**config.mk**
```make
export PLATFORM = sky130hd
export DESIGN_NAME = hazard_unit
export DESIGN_NICKNAME = d
export VERILOG_FILES = /design/src/rtl/hazard_unit.sv
export SDC_FILE = /design/constraint.sdc
export NUM_CORES = 1
export LEC_CHECK = 0
export CORE_MARGIN = 3
export CORE_UTILIZATION = 29
export CTS_BUF_LIST = sky130_fd_sc_hd__clkbuf_4 sky130_fd_sc_hd__clkbuf_8
export CTS_CLUSTER_SIZE = 40
export DETAILED_ROUTE_END_ITERATION = 16
export PLACE_DENSITY = 0.91
export SYNTH_ARGS = -nofsm -noshare
export SYNTH_HDL_FRONTEND = slang
export SYNTH_SLANG_ARGS = --single-unit
export TNS_END_PERCENT = 30
```
**constraint.sdc**
```tcl
create_clock -name CLK -period 2.6 [get_ports CLK]
set_input_delay 0.52 -clock CLK [delete_from_list [all_inputs] [get_ports CLK]]
set_output_delay 0.52 -clock CLK [all_outputs]
set_load 0.05 [all_outputs]
```
**src/rtl/hazard_unit.sv**
```systemverilog
// Pipeline hazard control for the 5-stage core: load-use stalls, cache-miss freezes,
// branch/jump squashes and sticky halt. State is registered; outputs are combinational.
module hazard_unit #(
    parameter int LOAD_USE_STALL = 2
) (
    input  logic        CLK,
    input  logic        nRST,
    input  logic [31:0] decode_instruction,
    input  logic [4:0]  execute_reg_wr_addr,
    input  logic        execute_reg_wr_en,
    input  logic        execute_mem_to_reg,
    input  logic        memory_dmem_req,
    input  logic        dhit,
    input  logic        ihit,
    input  logic        branch_taken,
    input  logic        jump,
    input  logic        write_back_halt,
    output logic        pc_en,
    output logic        fetch_decode_en,
    output logic        fetch_decode_flush,
    output logic        decode_execute_en,
    output logic        decode_execute_flush,
    output logic        execute_memory_en,
    output logic        memory_write_back_en,
    output logic        halt
);

    typedef enum logic [1:0] {
        RUN      = 2'd0,
        LU_STALL = 2'd1,
        HALTED   = 2'd2
    } state_t;

    localparam logic [5:0] OP_RTYPE = 6'h00;
    localparam logic [5:0] OP_J     = 6'h02;
    localparam logic [5:0] OP_JAL   = 6'h03;
    localparam logic [5:0] OP_BEQ   = 6'h04;
    localparam logic [5:0] OP_BNE   = 6'h05;
    localparam logic [5:0] OP_LUI   = 6'h0F;
    localparam logic [5:0] OP_SW    = 6'h2B;
    localparam logic [5:0] OP_SC    = 6'h38;

    // cnt holds the bubbles still owed after the current one
    localparam logic [1:0] STALL_INIT = 2'(LOAD_USE_STALL - 1);

    state_t      state_q, state_d;
    logic [1:0]  cnt_q, cnt_d;

    logic [5:0]  opcode;
    logic [4:0]  rs, rt;
    logic        rs_used, rt_used;
    logic        lu_hit;
    logic        dfreeze;
    logic        unused_imm;

    assign opcode     = decode_instruction[31:26];
    assign rs         = decode_instruction[25:21];
    assign rt         = decode_instruction[20:16];
    assign unused_imm = ^decode_instruction[15:0];
    assign dfreeze    = memory_dmem_req & ~dhit;

    always_comb begin
        rs_used = !((opcode == OP_J) || (opcode == OP_JAL) || (opcode == OP_LUI));
        rt_used = (opcode == OP_RTYPE) || (opcode == OP_BEQ) || (opcode == OP_BNE) ||
                  (opcode == OP_SW)    || (opcode == OP_SC);
        lu_hit  = execute_mem_to_reg && execute_reg_wr_en && (execute_reg_wr_addr != 5'd0) &&
                  ((rs_used && (rs == execute_reg_wr_addr)) ||
                   (rt_used && (rt == execute_reg_wr_addr)));
    end

    always_comb begin
        pc_en                = 1'b1;
        fetch_decode_en      = 1'b1;
        fetch_decode_flush   = 1'b0;
        decode_execute_en    = 1'b1;
        decode_execute_flush = 1'b0;
        execute_memory_en    = 1'b1;
        memory_write_back_en = 1'b1;
        halt                 = 1'b0;
        state_d              = state_q;
        cnt_d                = cnt_q;

        if (state_q == HALTED) begin
            {pc_en, fetch_decode_en, decode_execute_en, execute_memory_en, memory_write_back_en} = '0;
            halt = 1'b1;
        end else if (write_back_halt) begin
            {pc_en, fetch_decode_en, decode_execute_en, execute_memory_en, memory_write_back_en} = '0;
            state_d = HALTED;
        end else if (dfreeze) begin
            {pc_en, fetch_decode_en, decode_execute_en, execute_memory_en, memory_write_back_en} = '0;
        end else if (branch_taken || jump) begin
            fetch_decode_flush   = 1'b1;
            decode_execute_flush = 1'b1;
            state_d              = RUN;
            cnt_d                = 2'd0;
        end else if ((state_q == LU_STALL) || lu_hit) begin
            // lu_hit is only honoured in RUN; LU_STALL never re-detects
            pc_en                = 1'b0;
            fetch_decode_en      = 1'b0;
            decode_execute_flush = 1'b1;
            if (state_q == RUN) begin
                cnt_d   = STALL_INIT;
                state_d = (LOAD_USE_STALL > 1) ? LU_STALL : RUN;
            end else if (cnt_q <= 2'd1) begin
                cnt_d   = 2'd0;
                state_d = RUN;
            end else begin
                cnt_d = cnt_q - 2'd1;
            end
        end else if (!ihit) begin
            pc_en              = 1'b0;
            fetch_decode_flush = 1'b1;
        end

        if (!nRST) begin
            {pc_en, fetch_decode_en, fetch_decode_flush, decode_execute_en,
             decode_execute_flush, execute_memory_en, memory_write_back_en, halt} = '0;
        end
    end

    always_ff @(posedge CLK or negedge nRST) begin
        if (!nRST) begin
            state_q <= RUN;
            cnt_q   <= 2'd0;
        end else begin
            state_q <= state_d;
            cnt_q   <= cnt_d;
        end
    end

endmodule
```
=== Word-level counts from Yosys, hierarchy flattened ===
Index checks and enable logic that the tools add are counted.

* Equality and inequality tests: 12
* Add/sub/neg operators: 1
* Order comparisons: 1
* Bitwise logic cells: 5
* Reduce and logical (&&, ||, !) cells: 23
* Multiplexer cells: 42

{| class="wikitable"
|+ Operator list
! cell !! number
|-
| 2-to-1 mux 1 bit || 32
|-
| 2-to-1 mux 2 bit || 10
|-
| equality test 6 x 2 -> 1 bit, second input constant || 2
|-
| equality test 6 x 3 -> 1 bit, second input constant || 2
|-
| equality test 6 bit, second input constant || 2
|-
| equality test 5 bit || 2
|-
| logical OR 1 bit || 9
|-
| AND reduction 4 bit || 2
|-
| equality test 6 x 4 -> 1 bit, second input constant || 1
|-
| zero test 6 bit || 1
|-
| logical AND 1 bit || 5
|-
| nonzero test 5 bit || 1
|-
| inverter 1 bit || 4
|-
| nonzero test 4 bit || 1
|-
| nonzero test 3 bit || 1
|-
| equality test 2 x 1 -> 1 bit, second input constant || 1
|-
| equality test 2 bit, second input constant || 1
|-
| <= comparator 2 x 1 -> 1 bit, second input constant || 1
|-
| zero test 2 bit || 1
|-
| != test 2 bit, second input constant || 1
|-
| nonzero test 2 bit || 1
|-
| subtractor 2 x 1 -> 2 bit, second input constant || 1
|-
| AND 1 bit || 1
|-
| zero test 1 bit || 1
|}

* Flip-flop bits (word level): 4
* Logic and storage cells: 86
* Output and inout bits: 8
* Bits of input ports: 47

=== Longest topological paths before layout ===
Gate-level depths: netlist of the first run.

* Depth after elaboration: 15
* Mapped depth: 6
* Depth with buffers taken out: 6

=== Worst setup path after synthesis of the first run ===
Ideal clock, no wire load.

* Path type: input port to output port
* From: input port execute_reg_wr_addr[0]
* To: output port fetch_decode_flush
* Slack: -469 ps
* Data required time: 2080 ps
* Arrival time: 2549 ps
* Path buffers: 0
* Stages on the path: 6
* Cells stage by stage: or4_1 > o211ai_2 > nor4_1 > a221oi_4 > nand2b_1 > a21oi_1

* Longest elaborated chain between the ends: 11
* Elaborated cells between the ends (all ways): 15
* Those cells by class: eq/ne: 2; mux: 6; reduce/logical: 7

{| class="wikitable"
|+ RTL lines
! item !! RTL line !! source
|-
| start, declared || 9 || <nowiki>input logic [4:0] execute_reg_wr_addr,</nowiki>
|-
| equality test 5 bit, on equally long branches || 67, 68 ||
|-
| logical AND 1 bit, on equally long branches || 67, 68 ||
|-
| logical OR 1 bit || 67 || <nowiki>((rs_used && (rs == execute_reg_wr_addr)) ||</nowiki>
|-
| logical AND 1 bit (*) || 66 || <nowiki>lu_hit = execute_mem_to_reg && execute_reg_wr_en && (execute_reg_wr_addr != 5'd0) &&</nowiki>
|-
| logical OR 1 bit (*) || 96 || <nowiki>end else if ((state_q == LU_STALL) || lu_hit) begin</nowiki>
|-
| 2-to-1 mux 1 bit (*) || 96 ||
|-
| 2-to-1 mux 1 bit (*) || 91 || <nowiki>end else if (branch_taken || jump) begin</nowiki>
|-
| 2-to-1 mux 1 bit (*) || 89 || <nowiki>end else if (dfreeze) begin</nowiki>
|-
| 2-to-1 mux 1 bit (*) || 86 || <nowiki>end else if (write_back_halt) begin</nowiki>
|-
| 2-to-1 mux 1 bit (*) || 83 || <nowiki>if (state_q == HALTED) begin</nowiki>
|-
| 2-to-1 mux 1 bit (*) || 115 || <nowiki>if (!nRST) begin</nowiki>
|-
| end, declared || 20 || <nowiki>output logic fetch_decode_flush,</nowiki>
|}

Every way passes the cells marked *; elsewhere a longest branch is shown, timed or not.

=== Worst setup path in the final report of the first run ===
* From: input port execute_reg_wr_addr[3]
* To: output port pc_en

* Longest elaborated chain between the ends: 11
* Elaborated cells between the ends (all ways): 15
* Those cells by class: eq/ne: 2; mux: 6; reduce/logical: 7

{| class="wikitable"
|+ RTL lines
! item !! RTL line !! source
|-
| equality test 5 bit, on equally long branches || 67, 68 ||
|-
| logical AND 1 bit, on equally long branches || 67, 68 ||
|-
| logical OR 1 bit || 67 ||
|-
| logical AND 1 bit (*) || 66 ||
|-
| logical OR 1 bit (*) || 96 ||
|-
| 2-to-1 mux 1 bit (*) || 96 ||
|-
| 2-to-1 mux 1 bit (*) || 91 ||
|-
| 2-to-1 mux 1 bit (*) || 89 ||
|-
| 2-to-1 mux 1 bit (*) || 86 ||
|-
| 2-to-1 mux 1 bit (*) || 83 ||
|-
| 2-to-1 mux 1 bit (*) || 115 ||
|-
| end, declared || 18 || <nowiki>output logic pc_en,</nowiki>
|}

Marks and branches as above.

==> results.md, run 1 <==
- Sinks on the clock net: 4
- Overall overflow remaining after global route: 0
- Total CTS buffers: 3
- Row Count: 14
- Class of the most critical hold timing path: input pin to async pin
- Post-route minimum period: 2.76 ns
- Antenna Diode Count: 0
- Count of final setup violators: 4
- Mapped Avg Cell Area: 7.68 µm²
- Critical path capture point type: primary output
- Number of levels in the clock H-tree: 1
- Syn nets: 114
- NumNets Final: 167
- Iteration-0 DRC count of the detailed router: 2
- Fraction of layout instances using a drive strength above 1: 33.1%
- Worst vdd rail ir drop: 272 µV
- Wire length of the first global-routing pass: 2860 µm
- Latest clock arrival within the worst-skew pair: 0.24 ns
- Worst Setup Slack post-DPL: -0.610 ns
- Die ar.: 0.00231 mm²
- Post-detailed-route count of antenna-violating nets: 0
- Area taken by flip-flops and latches: 100 µm²
- Number of warnings issued by yosys: 0
- Per-cell via count in the routed design: 5.01
- Kind of start point of the critical path: input pin
- Area delta synth->final: 126%
- Critical path required time: 2.08 ns
- Setup CP Type: input pin to primary output
- Fin. Hold Viols: 0
- Mapped cell area: 514 µm²
- Overall die width: 48.1 µm
- Seq/Total Area, Yosys: 19.5%
- Final instance count without filler cells: 142
- Routed wire length per instance: 12.5 µm
- Number of inserted filler cells in the final layout: 112
- Total global-route track usage: 17.7%
- Static leakage: 0.465 nW
- Crit path max fanout: 4
- Total negative setup slack: -0.546 ns
- Clk Tree Root Cell: sky130_fd_sc_hd__clkbuf_4
- Clock-pin slew on the worst setup and hold paths: 0.04 ns
- Power per cell area: 226 mW/mm²
- Area of the multi-input gates: 465 µm²
- Worst Clk Skew: 0.00340 ns
- Placed cell count: 136
- Max Transition Viols Final: 0
- Syn Inst Count: 67
- Initial antenna violation count: 0
- Max-cap violation count: 0
- Setup slack after layout: -0.165 ns
- Relative slew margins: 72.5%
- HPWL after detailed placement: 1440 µm
- Maximum clock path buffer count: 2
- Via count of the first global-routing pass: 764
- CTS tree: done
- Violated checks: negative setup slack
- Crit path arrival time: 2.24 ns
- Buffers on Ports: 38
- Ratio of final minimum period to clock period: 106%
- Total length of routed wires: 1770 µm
- Pre-antenna DRT Iters: 4
- Remaining design rule violation count: 0
- Synth Register Bits: 4
- Outcome: complete, but fails checks
- Vertical extent of the die: 48.1 µm
- Largest net degree at the start of global routing: 9
- Starting utilization of the core area: 32.3%
- Number of I/O pins: 55
- Distinct cell type count after synthesis: 28
- Placeable core area: 0.00159 mm²
- Gp weighted congestion: 0.811
- Maximum clock rate: 362 MHz
- Tightest Pin Transition: 0.408 ns
- Number of vias after detailed routing: 712
- Unrepaired setup endpoints after global routing: yes
[layer usage]
metal / wire length (µm) / part of all wire (%) / up-vias / GRT usage (%)
met1: 588 / 33 / 320 / 15.1
met3: 157 / 8.9 / 4 / 6.27
met2: 972 / 55 / 39 / 36.1
met5: 0 / 0 / - / 0
met4: 55 / 3.1 / 0 / 6.45
li1: - / - / 349 / -
[repair_timing]
item | in CTS | in global routing
pin swaps | 7 | 4
buffers inserted | 2 | 1
hold buffers | 0 | 0
gates resized for setup | 28 | 3
endpoints found under the setup margin | 4 | 7
[stage by stage]
step	hold WS, ns	cell area [µm²]	total power, mW	utilization [%]
floorplan	0.224	528	0.103	-
global placement	0.496	1070	0.174	67.2
detailed placement	0.520	1070	0.177	67.2
CTS	0.512	1130	0.261	71.0
global route	0.516	1160	0.279	72.8
finish	0.510	1160	0.263	72.8
[logic make-up after synthesis]
group / synth area share (%)
AO/OA/AOI/OAI: 25.8
AND/OR/NAND/NOR: 32.6
XOR/XNOR: 17.0
buffers and inverters: 5.11
flip-flops: 19.5
[path summary, 6_finish.rpt]
kind | startpoint | endpoint | slack, ns | cells after the start
setup / recovery | execute_reg_wr_addr[3] | pc_en | -0.16 | 8
setup reg to reg | state_q[0]$_DFFE_PN0P_ | cnt_q[0]$_DFFE_PN0P_ | 1.01 | 6
min in group CLK | state_q[1]$_DFFE_PN0P_ | state_q[0]$_DFFE_PN0P_ | 0.52 | 1
hold reg to reg | state_q[1]$_DFFE_PN0P_ | state_q[0]$_DFFE_PN0P_ | 0.52 | 1
max in group asynchronous | nRST | state_q[1]$_DFFE_PN0P_ | 1.89 | 1
hold / removal | nRST | state_q[0]$_DFFE_PN0P_ | 0.51 | 1
[final cells by class]
| cell class | count | share of cell area (%) |
|---|---|---|
| timing repair buffer | 50 | 45.8 |
| multi-input combinational | 58 | 40.1 |
| sequential | 4 | 8.62 |
| tap | 24 | 2.59 |
| clock buffer | 3 | 1.94 |
| inverter | 3 | 0.970 |
[flip-flops by register name, indices dropped and copies added, names as in the netlist]
register and count:
state_q 2, cnt_q 2
[report_power, final]
part	internal, mW	total [mW]	switching, mW
Clock	0.0517	0.0775	0.0259
Sequential	0.0659	0.0672	0.00128
Combinational	0.0686	0.118	0.0495
[synthesized netlist by cell type]
cell type	number	share of area [%]
sky130_fd_sc_hd__o21ai_1	1	0.97
sky130_fd_sc_hd__nand2_1	3	2.2
sky130_fd_sc_hd__nor3_1	3	2.9
sky130_fd_sc_hd__nand3_1	5	4.9
sky130_fd_sc_hd__o22ai_1	2	2.4
sky130_fd_sc_hd__nand3b_1	2	2.9
sky130_fd_sc_hd__and4b_1	1	1.9
sky130_fd_sc_hd__nand2b_1	1	1.2
sky130_fd_sc_hd__inv_1	3	2.2
sky130_fd_sc_hd__o21ai_0	2	1.9
sky130_fd_sc_hd__nor4_1	1	1.2
sky130_fd_sc_hd__or4_1	1	1.5
sky130_fd_sc_hd__o31ai_1	2	2.9
sky130_fd_sc_hd__nor2_1	7	5.1
sky130_fd_sc_hd__or3_1	1	1.2
sky130_fd_sc_hd__nor4bb_1	1	1.9
sky130_fd_sc_hd__a21oi_1	7	6.8
sky130_fd_sc_hd__dfrtp_1	4	19
sky130_fd_sc_hd__xnor2_1	8	14
sky130_fd_sc_hd__a221oi_4	1	5.1
sky130_fd_sc_hd__o211ai_2	1	2.4
sky130_fd_sc_hd__buf_4	2	2.9
sky130_fd_sc_hd__a21boi_1	1	1.5
sky130_fd_sc_hd__xor2_1	2	3.4
sky130_fd_sc_hd__and2_1	1	1.2
sky130_fd_sc_hd__a2111oi_0	1	1.7
sky130_fd_sc_hd__and2b_1	1	1.5
sky130_fd_sc_hd__nor3b_1	2	2.9
[critical path, stage by stage]
cell,delay [ns]
sky130_fd_sc_hd__buf_6,0.09
sky130_fd_sc_hd__or4_4,0.54
sky130_fd_sc_hd__o211ai_4,0.25
sky130_fd_sc_hd__nor4_4,0.06
sky130_fd_sc_hd__a221oi_4,0.32
sky130_fd_sc_hd__nand2_1,0.11
sky130_fd_sc_hd__a21oi_2,0.19
sky130_fd_sc_hd__buf_12,0.15
[placed cells by master (no fill, tap or decap), types with 3 or more instances in the layout]
master	count
sky130_fd_sc_hd__a21oi_1	4
sky130_fd_sc_hd__a21oi_2	3
sky130_fd_sc_hd__buf_12	8
sky130_fd_sc_hd__buf_2	3
sky130_fd_sc_hd__buf_4	12
sky130_fd_sc_hd__clkbuf_4	3
sky130_fd_sc_hd__clkdlybuf4s50_1	22
sky130_fd_sc_hd__dfrtp_1	4
sky130_fd_sc_hd__dlygate4sd2_1	4
sky130_fd_sc_hd__inv_1	3
sky130_fd_sc_hd__nand2_1	3
sky130_fd_sc_hd__nand3_1	4
sky130_fd_sc_hd__nor2_1	6
sky130_fd_sc_hd__nor3_1	3
sky130_fd_sc_hd__xnor2_1	8
No activity file was read; power rests on OpenSTA's default activity.
==> inputs of run 2 (changes only) <==
Settings changed: PLACE_DENSITY 0.91 to 0.82.
==> run 2 against run 1 <==
  * The flow still finishes with violations (negative setup slack)
  * Sequential share of layout area down 0.17 points
  * Highest routed layer unchanged
  * Final cell count up 2.8%
  * Sequential power down 0.7%
  * Via count up 0.70%
  * Critical path depth unchanged
  * Clock skew down 0.0023 ns
  * Maximum frequency down 2.1%
  * Critical endpoint is now decode_execute_flush
  * Routed wire length up 3.8%
  * Combinational power up 5%
==> results.md, run 2 (synthesis gave the netlist of run 1 again) <==
- Via count of the first global-routing pass: 703
- Row Count: 14
- Worst vdd rail ir drop: 231 µV
- Initial antenna violation count: 0
- Power Internal: 0.191 mW
- Power per cell area: 223 mW/mm²
- Worst Hold Launch: cnt_q[0]$_DFFE_PN0P_
- RR Startpoint: state_q[1]$_DFFE_PN0P_
- Gp weighted congestion: 0.755
- Kind of start point of the critical path: input pin
- Fraction of layout instances using a drive strength above 1: 33.6%
- Vertical extent of the die: 48.1 µm
- Die ar.: 0.00231 mm²
- Leading registers by flop count: cnt_q: 2 flops, state_q: 2 flops
- Latest clock arrival within the worst-skew pair: 0.23 ns
- Sw power: 0.0726 mW
- Post-route minimum period: 2.82 ns
- Reg power frac: 25.3%
- Violated checks: negative setup slack
- Antenna Diode Count: 0
- Largest net degree at the start of global routing: 9
- Maximum clock path buffer count: 2
- Per-cell via count in the routed design: 4.91
- Fin. Hold Viols: 0
- Pre-antenna DRT Iters: 4
- Setup slack after layout: -0.224 ns
- Worst Clk Skew: 0.00111 ns
- Number of I/O pins: 55
- Class of the most critical hold timing path: flop to flop
- Static leakage: 0.483 nW
- Clock-pin slew on the worst setup and hold paths: 0.03 ns
- Crit-path max cell delay: 0.49 ns
- Final Hold Slack: 0.527 ns
- Ratio of final minimum period to clock period: 109%
- Buffers on Ports: 38
- Proportion of power drawn by the clock network: 27.7%
- Net Sw Frac: 27.5%
- Starting utilization of the core area: 32.3%
- Overall die width: 48.1 µm
- Crit path max fanout: 6
- Placeable core area: 0.00159 mm²
- Timing startpoint of the critical path: decode_instruction[21]
- Remaining design rule violation count: 0
- Bufs and invs on worst path: 3
- HPWL after detailed placement: 1500 µm
- Number of vias after detailed routing: 717
- Clk Tree Root Cell: sky130_fd_sc_hd__clkbuf_4
- Critical path cell sequence: clkdlybuf4s50_1 > xnor2_1 > nand2_1 > a2111oi_2 > a221oi_4 > buf_4 > a21oi_4 > buf_12
- Maximum clock rate: 354 MHz
- Flop2flop setup slack: 1.13 ns
- Outcome: complete, but fails checks
- CTS tree: done
- Post-detailed-route count of antenna-violating nets: 0
- Unrepaired setup endpoints after global routing: yes
- NumNets Final: 171
- Max Transition Viols Final: 0
- Top library cells by usage in the layout, fill and taps aside: 21 x sky130_fd_sc_hd__clkdlybuf4s50_1, 16 x sky130_fd_sc_hd__buf_4, 8 x sky130_fd_sc_hd__xnor2_1, 8 x sky130_fd_sc_hd__buf_12, 6 x sky130_fd_sc_hd__nor2_1
- Cell family with most CP delay: buffers and inverters
- Total global-route track usage: 18.4%
- Worst Setup Slack post-DPL: -0.571 ns
- Overall overflow remaining after global route: 0
- Tightest Pin Transition: 0.413 ns
- Crit path arrival time: 2.30 ns
- Total length of routed wires: 1840 µm
- Setup CP Type: input pin to primary output
- Most frequent standard cell in the layout excluding fill and tap cells: sky130_fd_sc_hd__clkdlybuf4s50_1
- Area delta synth->final: 130%
- Relative contribution of combinational cells to total power: 47.0%
- Iteration-0 DRC count of the detailed router: 11
- Number of levels in the clock H-tree: 1
- Relative slew margins: 72.4%
- Total CTS buffers: 3
- Sinks on the clock net: 4
- Count of final setup violators: 4
- Slowest library cell on the worst path: sky130_fd_sc_hd__clkdlybuf4s50_1
- Routed wire length per instance: 12.6 µm
- Critical path required time: 2.08 ns
- Wire length of the first global-routing pass: 2900 µm
- Critical path capture point type: primary output
- Max-cap violation count: 0
run 2: metal layers:
layer | vias to the layer above | global-route usage (%) | routed length [µm]
li1 | 361 | - | -
met1 | 308 | 16.6 | 625
met3 | 8 | 5.17 | 155
met2 | 40 | 35.4 | 983
met4 | 0 | 11.8 | 76
met5 | - | 0 | 0
run 2: final cells by class:
| class | count | area, µm² |
|---|---|---|
| well taps | 24 | 30.0 |
| flip-flops and latches | 4 | 100 |
| clock buffers | 3 | 22.5 |
| fillers | 118 | 409 |
| repair buffers | 54 | 571 |
| inverters | 3 | 11.3 |
| multi-input cells | 58 | 450 |
run 2: worst paths after layout:
| path | to | cells after the start |
|---|---|---|
| setup / recovery | decode_execute_flush | 8 |
| hold / removal | cnt_q[0]$_DFFE_PN0P_ | 2 |
| hold reg to reg | cnt_q[0]$_DFFE_PN0P_ | 2 |
| min in group asynchronous | cnt_q[1]$_DFFE_PN0P_ | 2 |
| setup reg to reg | state_q[0]$_DFFE_PN0P_ | 6 |
| max in group asynchronous | state_q[1]$_DFFE_PN0P_ | 2 |
run 2: worst min-delay path: stages (launching register included):
cell and delay [ns]:
sky130_fd_sc_hd__dfrtp_1 0.31, sky130_fd_sc_hd__inv_1 0.05, sky130_fd_sc_hd__o22ai_1 0.11
run 2: power groups by stage:
stage          sequential (mW)  combinational (mW)  clock [mW]
2_1_floorplan           0.0673              0.0357           0
3_5_place_dp            0.0674               0.116           0
5_1_grt                 0.0671               0.133      0.0840
6_report                0.0667               0.124      0.0730
3_3_place_gp            0.0673               0.113           0
4_1_cts                 0.0667               0.123      0.0763
run 2: metrics by stage:
step           area (µm²)  total power [mW]  util [%]  setup TNS (ns)  instances
2_1_floorplan         528             0.103         -          -0.543         67
3_3_place_gp         1120             0.180      70.0           -2.17        142
3_5_place_dp         1120             0.183      70.0           -2.57        142
4_1_cts              1180             0.266      74.3          -0.589        146
5_1_grt              1180             0.284      74.3           -1.39        146
6_report             1180             0.264      74.3          -0.701        146
run 2: timing repair:
item	CTS	global route
setup buffers	1	0
setup endpoints to repair	4	7
resized for setup	34	0
cloned	0	0
hold buffers	0	0
pin swaps	8	0
